==> src/rtl/mic_i2s_capture.sv <==
// I2S master for a 24-bit MEMS microphone: generates SCK/WS, captures the
// left slot of each frame and buffers samples in a FIFO with level flags/irq.
module mic_i2s_capture #(
    parameter int CLK_DIV   = 8,
    parameter int FIFO_AW   = 4,
    parameter int IRQ_LEVEL = 8
) (
    input  logic        clk,
    input  logic        rst,
    input  logic        enable,
    input  logic        read_audio,
    output logic [23:0] audio,
    output logic        full,
    output logic        empty,
    output logic        irq,
    output logic        mic_sck,
    output logic        mic_ws,
    input  logic        mic_sd
);

    localparam int DEPTH = 1 << FIFO_AW;
    localparam int DW    = (CLK_DIV > 2) ? $clog2(CLK_DIV) : 1;
    localparam int LW    = FIFO_AW + 1;

    localparam logic [DW-1:0] DIV_MAX  = DW'(CLK_DIV - 1);
    localparam logic [LW-1:0] LVL_FULL = LW'(DEPTH);
    localparam logic [LW-1:0] LVL_IRQ  = LW'(IRQ_LEVEL);
    localparam logic [LW-1:0] LVL_PRE  = LW'(IRQ_LEVEL - 1);

    logic [DW-1:0]      div_q, div_d;
    logic               sck_q, sck_d;
    logic               ws_q, ws_d;
    logic [5:0]         bit_q, bit_d;
    logic [22:0]        shift_q, shift_d;
    logic               sd_q;

    logic [FIFO_AW-1:0] wr_q, wr_d;
    logic [FIFO_AW-1:0] rd_q, rd_d;
    logic [LW-1:0]      level_q, level_d;
    logic [23:0]        audio_q, audio_d;
    logic               full_q, full_d;
    logic               empty_q, empty_d;
    logic               irq_q, irq_d;
    logic [23:0]        mem_q [DEPTH];

    logic tick, rise, fall;
    logic shift_en, push, pop, push_ok;
    logic [23:0] word;

    assign tick     = enable && (div_q == DIV_MAX);
    assign rise     = tick && !sck_q;
    assign fall     = tick && sck_q;
    assign shift_en = rise && (bit_q >= 6'd1) && (bit_q <= 6'd24);
    assign push     = rise && (bit_q == 6'd24);
    assign word     = {shift_q, sd_q};

    // A pop in the same cycle frees the slot, so a push at full still lands.
    assign pop     = read_audio && !empty_q;
    assign push_ok = push && (!full_q || pop);

    always_comb begin
        div_d   = div_q;
        sck_d   = sck_q;
        ws_d    = ws_q;
        bit_d   = bit_q;
        shift_d = shift_q;
        if (!enable) begin
            div_d   = '0;
            sck_d   = 1'b0;
            ws_d    = 1'b0;
            bit_d   = '0;
            shift_d = '0;
        end else begin
            div_d = tick ? '0 : div_q + DW'(1);
            if (tick) begin
                sck_d = ~sck_q;
            end
            if (fall) begin
                bit_d = bit_q + 6'd1;
                ws_d  = bit_d[5];
            end
            if (shift_en) begin
                shift_d = {shift_q[21:0], sd_q};
            end
        end
    end

    always_comb begin
        wr_d    = wr_q;
        rd_d    = rd_q;
        audio_d = audio_q;
        level_d = level_q + LW'(push_ok) - LW'(pop);
        if (push_ok) begin
            wr_d = wr_q + FIFO_AW'(1);
        end
        if (pop) begin
            rd_d = rd_q + FIFO_AW'(1);
        end
        if (read_audio) begin
            audio_d = pop ? mem_q[rd_q] : '0;
        end
        empty_d = (level_d == '0);
        full_d  = (level_d == LVL_FULL);
        irq_d   = (level_q == LVL_PRE) && (level_d == LVL_IRQ);
    end

    always_ff @(posedge clk) begin
        if (rst) begin
            div_q   <= '0;
            sck_q   <= 1'b0;
            ws_q    <= 1'b0;
            bit_q   <= '0;
            shift_q <= '0;
            sd_q    <= 1'b0;
        end else begin
            div_q   <= div_d;
            sck_q   <= sck_d;
            ws_q    <= ws_d;
            bit_q   <= bit_d;
            shift_q <= shift_d;
            sd_q    <= mic_sd;
        end
    end

    always_ff @(posedge clk) begin
        if (rst) begin
            wr_q    <= '0;
            rd_q    <= '0;
            level_q <= '0;
            audio_q <= '0;
            full_q  <= 1'b0;
            empty_q <= 1'b1;
            irq_q   <= 1'b0;
        end else begin
            wr_q    <= wr_d;
            rd_q    <= rd_d;
            level_q <= level_d;
            audio_q <= audio_d;
            full_q  <= full_d;
            empty_q <= empty_d;
            irq_q   <= irq_d;
        end
    end

    always_ff @(posedge clk) begin
        if (!rst && push_ok) begin
            mem_q[wr_q] <= word;
        end
    end

    assign audio   = audio_q;
    assign full    = full_q;
    assign empty   = empty_q;
    assign irq     = irq_q;
    assign mic_sck = sck_q;
    assign mic_ws  = ws_q;

endmodule

==> config.mk <==
export PLATFORM = sky130hd
export DESIGN_NAME = mic_i2s_capture
export DESIGN_NICKNAME = d
export VERILOG_FILES = /design/src/rtl/mic_i2s_capture.sv
export SDC_FILE = /design/constraint.sdc
export NUM_CORES = 1
export LEC_CHECK = 0
export BUFFER_PORTS_ARGS = -buffer_cell sky130_fd_sc_hd__clkbuf_2
export CORE_ASPECT_RATIO = 0.6
export CORE_MARGIN = 4
export CORE_UTILIZATION = 40
export DETAILED_ROUTE_END_ITERATION = 10
export SLEW_MARGIN = 0
export SYNTH_ARGS = -nofsm -noshare
export SYNTH_HDL_FRONTEND = slang
export SYNTH_SLANG_ARGS = --single-unit
==> constraint.sdc <==
create_clock -name clk -period 4.2 [get_ports clk]
set_clock_uncertainty 0.15 [all_clocks]
set_input_delay 0.42 -clock clk [delete_from_list [all_inputs] [get_ports clk]]
set_output_delay 0.42 -clock clk [all_outputs]
set_load 0.01 [all_outputs]
# Word-level counts from Yosys, hierarchy flattened
# Memory sizes are Yosys's and may differ from the RTL's. A register that Yosys moved wholly into a read port is not among the register bits.
# Index checks and enable logic that the tools add are counted.
dict set report op_classes {
  addsub 6
  magnitude_cmp 2
  n_eq_ne 5
  muxes 5
  bitwise 2
  reduce_logical 18
}
# op n
set op_table {}
lappend op_table {{two-way mux 24 bit} 1}
lappend op_table {{logical AND 1 bit} 10}
lappend op_table {{adder 4 x 1 -> 4 bit, second input constant} 2}
lappend op_table {{two-way mux 4 bit} 2}
lappend op_table {{adder 6 x 1 -> 6 bit, second input constant} 1}
lappend op_table {{== test 6 x 5 -> 1 bit, second input constant} 1}
lappend op_table {{greater-or-equal comparator 6 x 1 -> 1 bit, second input constant} 1}
lappend op_table {{less-or-equal comparator 6 x 5 -> 1 bit, second input constant} 1}
lappend op_table {{adder 5 x 1 -> 5 bit} 1}
lappend op_table {{== test 5 x 3 -> 1 bit, second input constant} 1}
lappend op_table {{== test 5 x 4 -> 1 bit, second input constant} 1}
lappend op_table {{== test 5 bit, second input constant} 1}
lappend op_table {{logical NOT 5 bit} 1}
lappend op_table {{subtractor 5 x 1 -> 5 bit} 1}
lappend op_table {{logical NOT 1 bit} 4}
lappend op_table {{adder 3 x 1 -> 3 bit, second input constant} 1}
lappend op_table {{== test 3 bit, second input constant} 1}
lappend op_table {{OR reduction 3 bit} 1}
lappend op_table {{two-way mux 1 bit} 2}
lappend op_table {{inverter 1 bit} 2}
lappend op_table {{OR reduction 2 bit} 1}
lappend op_table {{logical OR 1 bit} 1}
dict set report totals {
  ff_bits 75
  mem_bits_rw 384
  in_bits 5
  out_inout_bits 29
  mem_count 1
}
# name depth width read_ports rd_ports_with_merged_regs wr line
set mem_list {}
lappend mem_list {mem_q 16 24 1 1 1 44} ;# logic [23:0] mem_q [DEPTH];

# Depth between registers and ports, before layout
# Gate-level depths: netlist of the first run.
dict set report depth {
  word_depth 9
  depth_mapped 13
  depth_no_buf 13
}

# Worst setup path before layout of the first run
# Ideal clock, no wire load.
dict set report synth_timing {
  kind {register to register}
  start {reg div_q[0]}
  end {reg full_q (netlist: full)}
  t_arrival_ns 2.846
  path_slack_ns 1.112
  path_stages_with_launch 14
  n_path_buf 0
  synth_period_minus_slack_ns 3.088
  path_cell_list {dfxtp_1 ha_1 ha_1 nand4bb_4 a211oi_4 inv_2 ha_1 inv_1 ha_1 fa_1 xor2_1 nor3_1 inv_1 nor4bb_1}
}
dict set report synth_via {
  elab_chain_cells 8
}
# item line
set synth_rtl {}
lappend synth_rtl {{start, declared} 30} ;# logic [DW-1:0] div_q, div_d;
lappend synth_rtl {{start signal, assigned} 116} ;# div_q <= div_d;
lappend synth_rtl {{== test 3 bit} 50} ;# assign tick = enable && (div_q == DIV_MAX);
lappend synth_rtl {{logical AND 1 bit} 50}
lappend synth_rtl {{logical AND 1 bit} 51} ;# assign rise = tick && !sck_q;
lappend synth_rtl {{logical AND 1 bit} 54} ;# assign push = rise && (bit_q == 6'd24);
lappend synth_rtl {{logical AND 1 bit} 59} ;# assign push_ok = push && (!full_q || pop);
lappend synth_rtl {{adder 5 x 1 -> 5 bit} 92} ;# level_d = level_q + LW'(push_ok) - LW'(pop);
lappend synth_rtl {{subtractor 5 x 1 -> 5 bit} 92}
lappend synth_rtl {{== test 5 bit} 103} ;# full_d = (level_d == LVL_FULL);
lappend synth_rtl {{end signal, assigned} 139} ;# full_q <= full_d;
lappend synth_rtl {{end, declared} 41} ;# logic full_q, full_d;
# Every way passes these cells.
# A chain may end at the register's enable or synchronous reset.

# Worst setup path in the final report of the first run
# Ends and elaborated chain as after synthesis.

==> results of run 1 <==
## worst min-delay path by stage
stage	startpoint	end	slack, ns
global placement	div_q[0]	div_q[0]	0.26
finish	enable	bit_q[3]	0.22
floorplan	div_q[0]	div_q[0]	0.25
CTS	enable	bit_q[3]	0.20
detailed placement	div_q[0]	div_q[0]	0.29
global route	enable	bit_q[3]	0.23
## synth_stat cells, types with 4 or more instances
library cell	count	area, µm²
a21oi_1	6	30.03
buf_4	9	67.56
nand3_1	7	35.03
clkbuf_1	19	71.32
nor2b_1	6	37.54
dfxtp_1	78	1562
mux4_2	50	1126
a32oi_1	22	192.7
inv_1	12	45.04
edfxtp_1	384	11530
nor3_1	4	20.02
o21ai_0	24	120.1
mux2i_1	140	1401
nor2_1	59	221.5
xor2_1	8	70.07
nand2_1	12	45.04
buf_2	19	95.09
ha_1	16	200.2
a22oi_1	44	330.3
xnor2_1	6	52.55
## stage by stage
step / cell area [µm²] / hold WS (ns) / setup WS (ns)
after floorplan: 17600 / 0.2543 / 1.112
after global placement: 18610 / 0.2624 / 0.8335
after detailed placement: 18610 / 0.2887 / 0.7719
after CTS: 19970 / 0.1984 / 0.7454
after global routing: 19970 / 0.2298 / 0.4920
final: 19970 / 0.2168 / 0.7466
## cell type report
class	count	area, µm²	share of cell area
tap	579	724.4	0.03627
timing repair buffer	64	425.4	0.02130
clock buffer	48	1084	0.05425
clock inverter	27	270.3	0.01353
multi-input combinational	439	4319	0.2162
inverter	14	52.55	0.002631
sequential	462	13100	0.6558
## power groups by stage
stage          clock (mW)  sequential, mW  combinational (mW)
6_report             3.83            4.99               0.651
5_1_grt              4.12            5.00               0.709
4_1_cts              3.91            5.00               0.659
3_5_place_dp            0            5.10               0.657
3_3_place_gp            0            5.10               0.653
2_1_floorplan           0            5.06               0.537
## metal layers
metal,up-vias,track usage,wire length [µm]
li1,3949,-,-
met1,4613,0.2580,19050
met2,243,0.2493,17480
met3,36,0.03592,2610
met4,0,0.02334,376
met5,-,0,0
## logic make-up after synthesis
family                     count (synthesis)  synth area share
adders and majority gates                 17           0.01251
muxes                                    190            0.1436
AOI/OAI and AO/OA                        106           0.04380
buffers and inverters                     63           0.01713
DFF                                      462            0.7440
xor gates and xnor gates                  14          0.006968
and+or+nand+nor                          112           0.03193
## state kept, by name, indices dropped and copies added (netlist names), 3 cells and up, named ones only
| signal | count |
|---|---|
| mem_q | 384 |
| audio | 24 |
| shift_q | 23 |
| bit_q | 5 |
| level_q | 5 |
| rd_q | 4 |
| wr_q | 4 |
| div_q | 3 |
## critical path: cells and delay by family, from the launching register on
kind | cells | cell delay (ns)
adders and majority gates | 5 | 1.40
AOI/OAI and AO/OA | 1 | 0.33
xor gates and xnor gates | 1 | 0.19
and+or+nand+nor | 3 | 0.74
buffers and inverters | 3 | 0.19
DFF | 1 | 0.34
==> impl_metrics.csv, run 1 <==
group,metric,value,unit
status,outcome,"finished clean",
timing,slew_headroom,0.2462,
synth,synth_ff_type,"edfxtp_1",
floorplanning,start_util,0.4054,
timing,hold_viol_final,0,
pwr,intPower,7.384,mW
pwr,seqPwrFrac,0.527,
pwr,power_switching,2.087,mW
setup_path,crit_path_end,"full",
synth,synth_area,17600,µm²
drt,wl_per_cell,24.20,µm
cts,cts_buffers,42,
global_routing,grt_pass1_vias,8803,
synth,syn-num-nets,986,
layout,fin_cells,1633,
setup_path,r2r_cells,13,
cts,root_buffer,"clkbuf_16",
timing,finalSetupViolCount,0,
setup_path,critPathSlowestCell,"fa_1",
setup_path,crit_chain,"ha_1 > ha_1 > nand4bb_4 > a211oi_4 > inv_2 > ha_1 > inv_1 > ha_1 > fa_1 > xor2_1 > nor3_1 > inv_1 > nor4bb_1",
drt,wl,39.52,mm
hold_path,hold_depth,4,
timing,rsz0062_at_grt,"false",
layout,final_util,0.4602,
floorplanning,die_h,170.5,µm
job,cap_viol_max_count,0,
drt,dr.pass1.iters,5,
setup_path,startpoint_type,"register",
drt,drc_errors,0,
drt,via_per_inst,5.414,
synth,async_flop_share,0,
setup_path,r2r_slack,0.75,ns
synth,ys_warn_count,0,
hold_path,hp-class,"input port to register",
layout,nNetsFinal,1045,
global_routing,grt_max_degree,48,
synth,synth_cells,964,
drt,ant_nets,0,
drt,drt_iter0_drc,896,
setup_path,cp_common_cell,"ha_1",
placement,dp.cells,1557,
layout,n_antenna_cell,0,
placement,routabilityCongestion,0.7507,
layout,fill_cells,3679,
setup_path,cp-end-kind,"register",
timing,drv_slew,0,
pwr,pwr-share-clk,0.404,
cts,cts_tree,"done",
synth,synth.avg_cell_area,18.25,µm²
pwr,power.leakage,7.147,nW
layout,mostFrequentLayoutCells,"384 x edfxtp_1, 140 x mux2i_1, 75 x dfxtp_1",
synth,ys_ff_latch,462,
setup_path,max_stage_delay,0.43,ns
cts,cts_resized,0,
global_routing,grt_pass1_wl,58.91,mm
pwr,p_comb_frac,0.069,
timing,finalCritPeriodShare,0.8222,
floorplanning,fp-row-count,59,
synth,synth.distinct_cells,47,
setup_path,r2r-end,"full",
setup_path,cp.required,4.49,ns
pwr,sw_frac_of_total,0.2203,
placement,place_hpwl,22.59,mm
pwr,finalPower,9.471,mW
cts,htreeDepth,2,
cts,clockBufferDepth,3,
pwr,powerDensity,474.1,nW/µm²
cts,clk_pin_slew_worst_paths,0.07,ns
timing,tightest_slew,1.128,ns
cts,postCtsSetupBuffers,0,
global_routing,gr-total-overflow,0,
global_routing,grt_use_total,0.1667,
timing,timing.fmax,0.2896,GHz
floorplanning,die_width,278.8,µm
pwr,ir_worst_vdd,0.3711,mV
floorplanning,pin_count,34,
layout,mostFrequentLayoutCell,"edfxtp_1",
placement,io_buffers,33,
setup_path,worst_ep_arrival_time,3.74,ns
cts,ctsHoldBuffers,1,
timing,fin_crit,3.453,ns
setup_path,r2r_start,"div_q[0]",
cts,worstSkewPairLatency,0.55,ns
setup_path,crit_fanout,7,
drt,vias,8841,
setup_path,crit_path_start,"div_q[0]",
floorplanning,core,43410,µm²
timing,tns,0,ns
setup_path,critical_path_class,"register to register",
floorplanning,dieArea,47520,µm²
synth,ys_seq_area_frac,0.7440,
global_routing,antenna_found_initial,0,
cts,cts_sinks,462,
layout,drive_gt1_frac,0.1983,
synth,synth_edf_count,384,
layout,area_growth,13.51,%
Note: power is estimated with default switching activity, not from simulation.
==> run 2, diff against run 1 <==
==> constraint.sdc (replaced) <==
create_clock -name clk -period 2.9 [get_ports clk]
set_clock_uncertainty 0.15 [all_clocks]
set_input_delay 0.29 -clock clk [delete_from_list [all_inputs] [get_ports clk]]
set_output_delay 0.29 -clock clk [all_outputs]
set_load 0.01 [all_outputs]
==> run 2 against run 1 <==
Against the previous run:
- sequential power rose by 45%
- worst hold slack got worse by 0.15 ns
- clock-buffer cell count rose by 12
- critical path type unchanged
- largest cell class unchanged
- worst setup slack got worse by 0.71 ns
- core utilization rose by 1.2 points
- non-clock buffer count rose by 28
==> impl_metrics.csv, run 2 (same netlist as run 1, synthesis figures left out) <==
group,metric,value,unit
drt,wl,40.46,mm
status,outcome,"finished clean",
layout,mostFrequentLayoutCell,"edfxtp_1",
placement,io_buffers,33,
cts,root_buffer,"clkbuf_16",
global_routing,grt_max_degree,39,
drt,dr.pass1.iters,6,
setup_path,crit_fanout,3,
cts,clockBufferDepth,3,
floorplanning,pin_count,34,
layout,top_register,"mem_q",
drt,wl_met2,17.20,mm
timing,timing.fmax,0.3496,GHz
setup_path,cp-end-kind,"register",
layout,n_antenna_cell,0,
drt,vias,9007,
floorplanning,fp-row-count,59,
global_routing,grt_pass1_wl,60.64,mm
timing,rsz0062_at_grt,"true",
setup_path,startpoint_type,"register",
cts,clk_pin_slew_worst_paths,0.07,ns
drt,highest_layer,"met4",
hold_path,hp-class,"input port to register",
layout,nNetsFinal,1072,
global_routing,antenna_found_initial,0,
placement,dp_slack,0.02563,ns
placement,dp.cells,1581,
drt,drt_iter0_drc,914,
drt,ant_nets,0,
timing,whs,0.06874,ns
layout,fin_cells,1662,
pwr,power.leakage,7.375,nW
layout,largest_reg_flops,384,
layout,mostFrequentLayoutCells,"384 x edfxtp_1, 140 x mux2i_1, 72 x dfxtp_1",
timing,finalSetupViolCount,0,
global_routing,grt_use_total,0.1730,
floorplanning,start_util,0.4054,
cts,worstSkewPairLatency,0.55,ns
timing,fin_crit,2.860,ns
setup_path,worst_ep_arrival_time,3.16,ns
drt,wirelength_met1,19.79,mm
drt,wl_per_cell,24.34,µm
pwr,finalPower,13.70,mW
placement,place_hpwl,23.53,mm
drt,via_per_inst,5.419,
timing,drv_slew,0,
global_routing,grt_pass1_vias,9042,
drt,wl_met3,2.807,mm
floorplanning,die_h,170.5,µm
cts,htreeDepth,2,
floorplanning,die_width,278.8,µm
timing,finalWorstSetupSlack,0.03997,ns
pwr,powerDensity,668.9,nW/µm²
layout,drive_gt1_frac,0.2271,
pwr,ir_worst_vdd,0.4799,mV
cts,cts_buffers,41,
timing,slew_headroom,0.3273,
setup_path,critical_path_class,"register to register",
cts,cts_tree,"done",
setup_path,cp.required,3.20,ns
floorplanning,core,43410,µm²
setup_path,r2r_slack,0.04,ns
timing,finalCritPeriodShare,0.9862,
timing,hold_viol_final,0,
timing,tightest_slew,1.009,ns
global_routing,gr-total-overflow,0,
floorplanning,dieArea,47520,µm²
drt,drc_errors,0,
job,cap_viol_max_count,0,
placement,routabilityCongestion,0.7222,
layout,area_growth,16.36,%
cts,cts_sinks,462,
-- run 2: changes by cell type in the layout (fill, tap and decap cells not counted), moves of 3 or more --
cell      delta
buf_12      +17
buf_4       +10
clkbuf_1    +11
clkinv_1     -3
clkinv_2     -7
dfxtp_1      -3
dfxtp_2      +3
ha_1         -5
ha_4         +5
inv_1        -3
inv_2        +3
nor2_2       -4
nor2_4       +4
-- run 2: final timing paths --
| kind | depth (start not counted) | endpoint | from |
|---|---|---|---|
| max | 13 | full | div_q[0] |
| min | 4 | bit_q[3] | enable |
| max reg2reg | 13 | full | div_q[0] |
| min reg2reg | 1 | div_q[0] | div_q[0] |
-- run 2: layout make-up --
class                   count  area, µm²
flip-flops and latches    462      13100
fillers                  3646      22930
clock buffers              60       1150
multi-input cells         439       4433
repair buffers             92      850.8
inverters                  14      52.55
clock inverters            16      162.7
well taps                 579      724.4
-- run 2: timing repair --
| item | in CTS | in global routing |
|---|---|---|
| setup endpoints to repair | 0 | 3 |
| hold buffers | 2 | 0 |
| buffers inserted | 0 | 3 |
| hold endpoints to repair | 6 | 0 |
| resized for setup | 0 | 10 |
-- run 2: report_power, final --
group | internal, mW | switching (mW)
Clock | 3.04 | 2.35
Combinational | 0.502 | 0.579
Sequential | 7.14 | 0.0834
Total | 10.7 | 3.01
-- run 2: through the flow --
step	util	TNS [ns]	area, µm²
after floorplan	-	0	17650
after detailed placement	0.4395	0	19080
after CTS	0.4702	0	20410
after global routing	0.4717	-0.2055	20480
after global placement	0.4395	0	19080
final	0.4717	0	20480
-- run 2: routing by layer --
metal  track usage  vias to the layer above
met4       0.03347                        0
met3       0.03592                       52
met1        0.2734                     4645
met5             0                        -
li1              -                     4020
met2        0.2486                      290
-- run 2: worst max-delay path, cell delays in order (launching register included) --
cell,delay [ns]
dfxtp_2,0.35
ha_4,0.14
ha_4,0.13
nand4bb_4,0.14
a211oi_4,0.21
inv_2,0.08
ha_4,0.26
inv_2,0.04
ha_4,0.15
fa_2,0.38
xor2_2,0.16
nor3_2,0.24
inv_1,0.08
nor4bb_2,0.26
==> run 3, diff against run 2 <==
--- a/config.mk
+++ b/config.mk
@@ -6,7 +6,7 @@
 export NUM_CORES = 1
 export LEC_CHECK = 0
 export BUFFER_PORTS_ARGS = -buffer_cell sky130_fd_sc_hd__clkbuf_2
-export CORE_ASPECT_RATIO = 0.6
+export CORE_ASPECT_RATIO = 1.75
 export CORE_MARGIN = 4
 export CORE_UTILIZATION = 40
 export DETAILED_ROUTE_END_ITERATION = 10
==> run 3 against run 2 <==
Against the previous run:
- clock power is 2% lower
- design area shrank 0.65%
- register-to-register slack improved by 0.06 ns
- clock-buffer cell count fell by 7
- critical path type unchanged
- largest cell class unchanged
- largest power group unchanged
- highest routed layer unchanged
==> impl_metrics.csv, run 3 (same netlist as run 1, synthesis figures left out) <==
group,metric,value,unit
setup_path,cp-end-kind,"register",
timing,timing.fmax,0.3565,GHz
placement,routabilityCongestion,0.7619,
layout,n_antenna_cell,0,
layout,mostFrequentLayoutCells,"384 x edfxtp_1, 140 x mux2i_1, 73 x dfxtp_1",
pwr,power_switching,2.927,mW
pwr,seqPwrFrac,0.533,
drt,drc_errors,0,
hold_path,hold_depth,3,
timing,finalCritPeriodShare,0.9672,
setup_path,critical_path_class,"register to register",
global_routing,grt_pass1_vias,9016,
timing,fin_crit,2.805,ns
setup_path,crit_path_start,"div_q[0]",
layout,fin_cells,1633,
pwr,pwr-share-clk,0.390,
global_routing,gr-total-overflow,0,
timing,tightest_slew,0.9320,ns
cts,cts_sinks,462,
timing,whs,0.07526,ns
timing,slew_headroom,0.3787,
status,outcome,"finished clean",
cts,clk_pin_slew_worst_paths,0.06,ns
drt,drt_iter0_drc,515,
timing,rsz0062_at_grt,"true",
cts,htreeDepth,2,
setup_path,worst_ep_arrival_time,3.08,ns
hold_path,min-delay-start,"rst",
cts,cts_buffers,40,
floorplanning,start_util,0.4048,
drt,ant_nets,0,
timing,hold_viol_final,0,
drt,wl,37.35,mm
floorplanning,pin_count,34,
setup_path,cp.required,3.18,ns
cts,postCtsSetupBuffers,0,
cts,clockBufferDepth,3,
placement,place_hpwl,23.22,mm
layout,nNetsFinal,1059,
setup_path,r2r_start,"div_q[0]",
layout,mostFrequentLayoutCell,"edfxtp_1",
cts,cts_tree,"done",
global_routing,antenna_found_initial,0,
timing,finalSetupViolCount,0,
floorplanning,die_width,166.6,µm
layout,fill_cells,3679,
setup_path,crit_fanout,3,
global_routing,grt_use_total,0.1574,
layout,largest_reg_flops,384,
pwr,ir_worst_vdd,0.3443,mV
floorplanning,dieArea,47540,µm²
floorplanning,fp-row-count,101,
timing,drv_slew,0,
pwr,p_comb_frac,0.077,
pwr,power.leakage,7.318,nW
setup_path,startpoint_type,"register",
drt,vias,8702,
drt,via_per_inst,5.329,
global_routing,grt_pass1_wl,57.14,mm
drt,dr.pass1.iters,5,
cts,worstSkewPairLatency,0.53,ns
floorplanning,die_h,285.5,µm
cts,root_buffer,"clkbuf_16",
hold_path,hp-class,"input port to register",
layout,top_register,"mem_q",
job,cap_viol_max_count,0,
global_routing,grt_max_degree,33,
pwr,sw_frac_of_total,0.2160,
placement,io_buffers,33,
pwr,powerDensity,666.2,nW/µm²
floorplanning,core,43470,µm²
layout,drive_gt1_frac,0.2193,
layout,final_util,0.4680,
setup_path,r2r_cells,13,
layout,area_growth,15.61,%
pwr,finalPower,13.55,mW
drt,wl_per_cell,22.87,µm
placement,dp.cells,1560,
pwr,intPower,10.62,mW
==> run 3: what timing repair did <==
item	in CTS	in global routing
gates resized for setup	0	4
endpoints found under the hold margin	1	0
hold buffers	1	0
setup endpoints to repair	0	3
==> run 3: final cells by class <==
cell class | instances | area (µm²) | area share
multi-input cells | 439 | 4403 | 0.2164
repair buffers | 80 | 783.3 | 0.03850
clock inverters | 19 | 173.9 | 0.008549
flip-flops and latches | 462 | 13100 | 0.6440
clock buffers | 53 | 1121 | 0.05511
inverters | 14 | 52.55 | 0.002583
well taps | 566 | 708.2 | 0.03481
==> run 3: routing by layer <==
metal  share of wire  track usage
met1            0.40       0.1940
met2            0.54       0.2893
met3           0.041      0.02143
met4           0.022      0.04442
met5               0            0
==> run 3: path summary, 6_finish.rpt <==
kind | endpoint | slack (ns)
max reg2reg | empty | 0.1
max | empty | 0.1
min reg2reg | div_q[0] | 0.28
min | level_q[4] | 0.08
==> run 3: per-stage QoR <==
step | setup WS, ns | setup TNS (ns) | instance area [µm²]
6_report | 0.09506 | 0 | 20340
5_1_grt | -0.06281 | -0.07878 | 20340
3_3_place_gp | 0.05787 | 0 | 19030
4_1_cts | 0.01053 | 0 | 20330
3_5_place_dp | 0.02359 | 0 | 19030
2_1_floorplan | 0.005498 | 0 | 17650
==> run 3: power by group through the flow <==
stage | logic [mW] | clock network, mW | registers (mW)
6_report | 1.05 | 5.28 | 7.22
5_1_grt | 1.15 | 5.69 | 7.23
4_1_cts | 1.07 | 5.42 | 7.22
3_5_place_dp | 1.07 | 0 | 7.37
3_3_place_gp | 1.06 | 0 | 7.37
2_1_floorplan | 0.802 | 0 | 7.32
==> run 3: critical path, stage by stage, from the launching register on <==
cell and delay (ns):
dfxtp_2 0.35, ha_4 0.14, ha_4 0.14, nand4bb_4 0.14, a211oi_4 0.20, inv_2 0.09
ha_4 0.26, inv_1 0.04, ha_2 0.17, fa_2 0.35, a21o_1 0.19, a21oi_2 0.13
xnor2_1 0.11, a31o_2 0.26
